**config.mk**
```make
export PLATFORM = sky130hd
export DESIGN_NAME = alu_seq
export DESIGN_NICKNAME = d
export VERILOG_FILES = /design/src/rtl/alu_seq_pkg.sv /design/src/rtl/alu_seq_fifo.sv /design/src/rtl/alu_seq.sv
export SDC_FILE = /design/constraint.sdc
export NUM_CORES = 1
export LEC_CHECK = 0
export ABC_CLOCK_PERIOD_IN_PS = 3760
export BUFFER_PORTS_ARGS = -buffer_cell sky130_fd_sc_hd__buf_2
export CORE_UTILIZATION = 45
export DETAILED_ROUTE_END_ITERATION = 12
export GPL_TIMING_DRIVEN = 0
export PLACE_DENSITY = 0.7
export SLEW_MARGIN = 15
export SYNTH_ARGS = -nofsm -noshare
export SYNTH_HDL_FRONTEND = slang
export SYNTH_HIERARCHICAL = 1
export SYNTH_SLANG_ARGS = --single-unit
```
**constraint.sdc**
```tcl
create_clock -name clk -period 3.76 [get_ports clk]
set_input_delay 0.376 -clock clk [delete_from_list [all_inputs] [get_ports clk]]
set_output_delay 0.376 -clock clk [all_outputs]
set_load 0.02 [all_outputs]
```
**src/rtl/alu_seq_pkg.sv**
```systemverilog
// alu_seq shared types and constants.
// ALU_SEQ_CHAIN_EN adds a chain bit to each queued command.
package alu_seq_pkg;

  localparam int DATA_W = 8;
  localparam int SEL_W  = 4;
  localparam int DEPTH  = 4;
  localparam int PTR_W  = 2;
  localparam int CNT_W  = 3;

  localparam logic [CNT_W-1:0] FULL_CNT = 3'd4;

  typedef enum logic [1:0] {
    IDLE,
    EXEC,
    CAPT,
    HOLD
  } state_e;

  typedef struct packed {
    logic [DATA_W-1:0] a;
    logic [DATA_W-1:0] b;
    logic [SEL_W-1:0]  sel;
`ifdef ALU_SEQ_CHAIN_EN
    logic              chain;
`endif
  } entry_t;

endpackage

```
**src/rtl/alu_seq_fifo.sv**
```systemverilog
// alu_seq_fifo: 4-entry command queue.
// Head entry is shown combinationally on rdata_o.
module alu_seq_fifo
  import alu_seq_pkg::*;
(
  input  logic             clk,
  input  logic             rst_n,
  input  logic             push_i,
  input  logic             pop_i,
  input  entry_t           wdata_i,
  output entry_t           rdata_o,
  output logic [CNT_W-1:0] count_o
);

  entry_t           mem_q [DEPTH];
  logic [PTR_W-1:0] wptr_q, wptr_d;
  logic [PTR_W-1:0] rptr_q, rptr_d;
  logic [CNT_W-1:0] cnt_q, cnt_d;
  logic             do_push;
  logic             do_pop;

  assign do_push = push_i && (cnt_q < FULL_CNT);
  assign do_pop  = pop_i && (cnt_q != '0);
  assign rdata_o = mem_q[rptr_q];
  assign count_o = cnt_q;

  // Pointer and occupancy next state; pointers wrap mod 4.
  always_comb begin
    wptr_d = wptr_q;
    rptr_d = rptr_q;
    cnt_d  = cnt_q;
    if (do_push) wptr_d = wptr_q + 2'd1;
    if (do_pop)  rptr_d = rptr_q + 2'd1;
    unique case ({do_push, do_pop})
      2'b10:   cnt_d = cnt_q + 3'd1;
      2'b01:   cnt_d = cnt_q - 3'd1;
      default: cnt_d = cnt_q;
    endcase
  end

  // Pointer and occupancy registers.
  always_ff @(posedge clk or negedge rst_n) begin
    if (!rst_n) begin
      wptr_q <= '0;
      rptr_q <= '0;
      cnt_q  <= '0;
    end else begin
      wptr_q <= wptr_d;
      rptr_q <= rptr_d;
      cnt_q  <= cnt_d;
    end
  end

  // Storage needs no reset: cnt_q gates every read.
  always_ff @(posedge clk) begin
    if (do_push) mem_q[wptr_q] <= wdata_i;
  end

endmodule

```
**src/rtl/alu_seq.sv**
```systemverilog
// alu_seq: queues commands, sequences an external ALU.
// ALU_SEQ_CHAIN_EN: chained commands take A from last result.
module alu_seq
  import alu_seq_pkg::*;
(
  input  logic              clk,
  input  logic              rst_n,
  input  logic              in_valid,
  output logic              in_ready,
  input  logic [DATA_W-1:0] in_a,
  input  logic [DATA_W-1:0] in_b,
  input  logic [SEL_W-1:0]  in_sel,
  input  logic              in_chain,
  output logic [DATA_W-1:0] alu_a,
  output logic [DATA_W-1:0] alu_b,
  output logic [SEL_W-1:0]  alu_sel,
  input  logic [DATA_W-1:0] alu_out,
  output logic              res_valid,
  input  logic              res_ready,
  output logic [DATA_W-1:0] res_data,
  output logic [SEL_W-1:0]  res_sel,
  output logic              busy,
  output logic [CNT_W-1:0]  count
);

  state_e            state_q, state_d;
  entry_t            wr_entry;
  entry_t            head;
  logic [CNT_W-1:0]  cnt;
  logic              push;
  logic              pop;
  logic [DATA_W-1:0] issue_a;

  logic [DATA_W-1:0] alu_a_q, alu_b_q;
  logic [SEL_W-1:0]  alu_sel_q;
  logic [DATA_W-1:0] res_data_q;
  logic [SEL_W-1:0]  res_sel_q;
  logic              res_valid_q;

  assign in_ready = (cnt < FULL_CNT);
  assign push     = in_valid && in_ready;
  assign count    = cnt;
  assign busy     = (state_q != IDLE) || (cnt != '0);

  assign wr_entry.a   = in_a;
  assign wr_entry.b   = in_b;
  assign wr_entry.sel = in_sel;

`ifdef ALU_SEQ_CHAIN_EN
  assign wr_entry.chain = in_chain;
  // res_data_q only changes on capture, so it is the last result.
  assign issue_a = head.chain ? res_data_q : head.a;
`else
  logic unused_chain;
  assign unused_chain = in_chain;
  assign issue_a      = head.a;
`endif

  alu_seq_fifo u_fifo (
    .clk     (clk),
    .rst_n   (rst_n),
    .push_i  (push),
    .pop_i   (pop),
    .wdata_i (wr_entry),
    .rdata_o (head),
    .count_o (cnt)
  );

  // Sequencer next state; pop marks an issue edge.
  always_comb begin
    state_d = state_q;
    pop     = 1'b0;
    unique case (state_q)
      IDLE: begin
        if (cnt != '0) begin
          state_d = EXEC;
          pop     = 1'b1;
        end
      end
      EXEC: state_d = CAPT;
      CAPT: state_d = HOLD;
      HOLD: begin
        if (res_ready) begin
          if (cnt != '0) begin
            state_d = EXEC;
            pop     = 1'b1;
          end else begin
            state_d = IDLE;
          end
        end
      end
      default: state_d = IDLE;
    endcase
  end

  // State register.
  always_ff @(posedge clk or negedge rst_n) begin
    if (!rst_n) state_q <= IDLE;
    else        state_q <= state_d;
  end

  // ALU operand registers, loaded only on issue.
  always_ff @(posedge clk or negedge rst_n) begin
    if (!rst_n) begin
      alu_a_q   <= '0;
      alu_b_q   <= '0;
      alu_sel_q <= '0;
    end else if (pop) begin
      alu_a_q   <= issue_a;
      alu_b_q   <= head.b;
      alu_sel_q <= head.sel;
    end
  end

  // Result capture in CAPT; held until res_ready in HOLD.
  always_ff @(posedge clk or negedge rst_n) begin
    if (!rst_n) begin
      res_data_q  <= '0;
      res_sel_q   <= '0;
      res_valid_q <= 1'b0;
    end else if (state_q == CAPT) begin
      res_data_q  <= alu_out;
      res_sel_q   <= alu_sel_q;
      res_valid_q <= 1'b1;
    end else if (state_q == HOLD && res_ready) begin
      res_valid_q <= 1'b0;
    end
  end

  assign alu_a     = alu_a_q;
  assign alu_b     = alu_b_q;
  assign alu_sel   = alu_sel_q;
  assign res_data  = res_data_q;
  assign res_sel   = res_sel_q;
  assign res_valid = res_valid_q;

endmodule

```
==> impl_metrics.yaml <==
grt:
  grt_pass1_wl_mm: 12.2
  grt_overflow: 0
  grt_pass1_vias: 2404
  grt_max_degree: 43
  antenna_found_initial: 0
  grt_use_total_pct: 15.5
setup_path:
  cp-start-kind: "flip-flop"
  setup.worst_path.end_class: "flip-flop"
  crit_end: "u_fifo/count_o[2]"
  rr_endpoint: "u_fifo/count_o[2]"
  r2r_setup_slack_ps: 1140
  critPathRequiredTime_ps: 4190
  cp_data_arrival_time_ps: 3050
  criticalPathCategory: "reg -> reg"
  setup.worst_path.start: "state_q[1]"
  r2r_cells: 11
  reg2reg_from: "state_q[1]"
  critical_path.max_fanout: 11
clocking:
  clockBufferDepth: 2
  h-tree-depth: 4
  clk_latency_ps: 510
  clk_pin_slew_ps: 60
  cts.sink_count: 122
  cts_setup_buffers: 0
  cts-resized-gates: 0
  numCtsBuffers: 17
  tritoncts: "done"
  ctsHoldBuffers: 0
  root_buffer: "clkbuf_8"
synthesis:
  synth_largest_area_cell: "edfxtp_1"
  synth_cell_types: 33
  yosys_warnings: 6
  synth_area_leaders: "edfxtp_1, dfrtp_1, mux4_2"
  synth_top_area_share_pct: 50.7
  yosysSeqAreaShare_pct: 72.8
  syn_avg_cell_area_um2: 20.3
  synthCells: 233
  synth_flop_cell: "edfxtp_1"
  syn_area_um2: 4740
  ys_ff_latch: 122
  synth-edff-count: 80
  postSynth.asyncResetShare_pct: 34.4
  synth_nets: 276
sta:
  worst_slew_pin_slew_ps: 1160
  setup_viol: 0
  slew_viol_final: 0
  fmax_mhz: 382
  slew-limit-headroom_pct: 23.0
  finClkSkew_ps: 7.88
  fin_tns_setup_ps: 0
  hold_viol: 0
  period_needed_ps: 2620
  setup_ws_ps: 1140
  rsz0062_at_grt: "no"
  period_share_pct: 69.6
layout:
  layout_commonest_cell: "edfxtp_1"
  nNetsFinal: 364
  drive_above_1_share_pct: 49.1
  antennaDiodeCount: 0
  multi_input_area_um2: 1190
  area.sequential_um2: 3450
  final-instance-count-excl-fill: 470
  areaGrowthSynthToFinish_pct: 23.2
  layout_common_cells: "edfxtp_1, buf_2, dfrtp_1"
  fill_cells: 812
floorplan:
  pin_count: 71
  die_x_um: 105
  row_count: 37
  start_util_pct: 46.1
  coreArea_um2: 10300
  die_area_um2: 10900
  die-height_um: 105
hold_path:
  hold_path_class: "in -> async"
run:
  drv_cap: 0
detailed_routing:
  drtIter0Drc: 64
  drc_errors: 0
  num_vias: 2355
  dr.pass1.iters: 4
  antenna_left: 0
  vias_per_cell: 5.01
  routed_wl_mm: 7.60
  routedWlPerCell_um: 16.2
place:
  gp_congestion: 0.719
  pre_cts_slack_ps: 1150
  dp_cells: 438
  dp_hpwl_mm: 4.77
  portBuffers: 69
power_and_ir_drop:
  power.density_nw_per_um2: 888
  vdd_drop_max_uv: 372
  p_leak_nw: 2.28
run_status:
  status: "finished clean"
==> sequential cells by signal, summed over array words and instances, names as in the netlist <==
name,count
res_data,8
alu_sel,4
state_q,2
alu_b,8
u_fifo/mem_q,80
u_fifo/wptr_q,2
res_sel,4
u_fifo/rptr_q,2
alu_a,8
u_fifo/count_o,3
res_valid,1
==> critical path, cell delays in order (launching register included) <==
cell and delay (ps):
dfrtp_1 420, inv_1 80, ha_1 300, nor3_2 290, buf_4 260, and2_4 180
ha_1 170, inv_1 60, fa_1 380, xor2_1 150, nor2_1 110, xor2_1 150
==> cell type report <==
type                            instances  share of cell area [%]
Clock buffer                           18                    7.33
Sequential cell                       122                    59.1
Multi-Input combinational cell         93                    20.4
Inverter                               10                   0.643
Buffer                                  8                   0.964
Clock inverter                         14                    2.68
Timing Repair Buffer                   69                    5.91
Tap cell                              136                    2.91
==> layer usage <==
| layer | GRT usage [%] | part of all wire, % |
|---|---|---|
| met1 | 18.4 | 44 |
| met2 | 24.7 | 48 |
| met3 | 5.86 | 6.1 |
| met4 | 8.15 | 1.9 |
| met5 | 0 | 0 |
==> synthesized netlist by cell type, types with 2 or more instances <==
cell and instances:
xnor2_1 3, buf_6 2, buf_4 2, edfxtp_1 80, mux4_1 2, buf_2 3
xor2_1 3, inv_1 10, ha_1 9, nand2_1 2, nor3_2 2, mux4_2 18
mux2_2 32, dfrtp_1 42, mux2i_1 2, and2_1 4
==> per-stage QoR <==
stage	area, um2	utilization, %	power (mW)	hold WS (ps)
after global placement	5260	51.1	3.62	456
after global routing	5840	56.8	5.47	52.6
after floorplan	4740	-	3.19	80.4
after detailed placement	5260	51.1	3.67	461
after CTS	5840	56.8	5.25	50.9
final	5840	56.8	5.19	21.3
==> how the worst min path moves through the flow <==
stage                          end  cells after the start       from  slack [ps]
5_1_grt        u_fifo/mem_q[0][19]                      1    in_a[7]          50
3_5_place_dp             res_valid                      1  res_valid         460
6_report               res_data[6]                      1      rst_n          20
2_1_floorplan             alu_a[0]                      0      rst_n          80
3_3_place_gp             res_valid                      1  res_valid         460
4_1_cts                res_data[6]                      1      rst_n          50
==> kinds of logic after synthesis <==
kind of cell               share of synthesized area (%)
and+or+nand+nor                                     2.43
DFF                                                 72.8
adders and majority gates                           2.80
AOI/OAI and AO/OA                                  0.924
buffers and inverters                               1.98
xor gates and xnor gates                            1.11
muxes                                               17.9
==> where the power goes <==
group / switching, mW / internal (mW)
combinational: 0.867 / 0.808
sequential: 0.173 / 1.77
clock: 0.597 / 0.973
total: 1.64 / 3.55
Power figures use the tool's default switching activity.
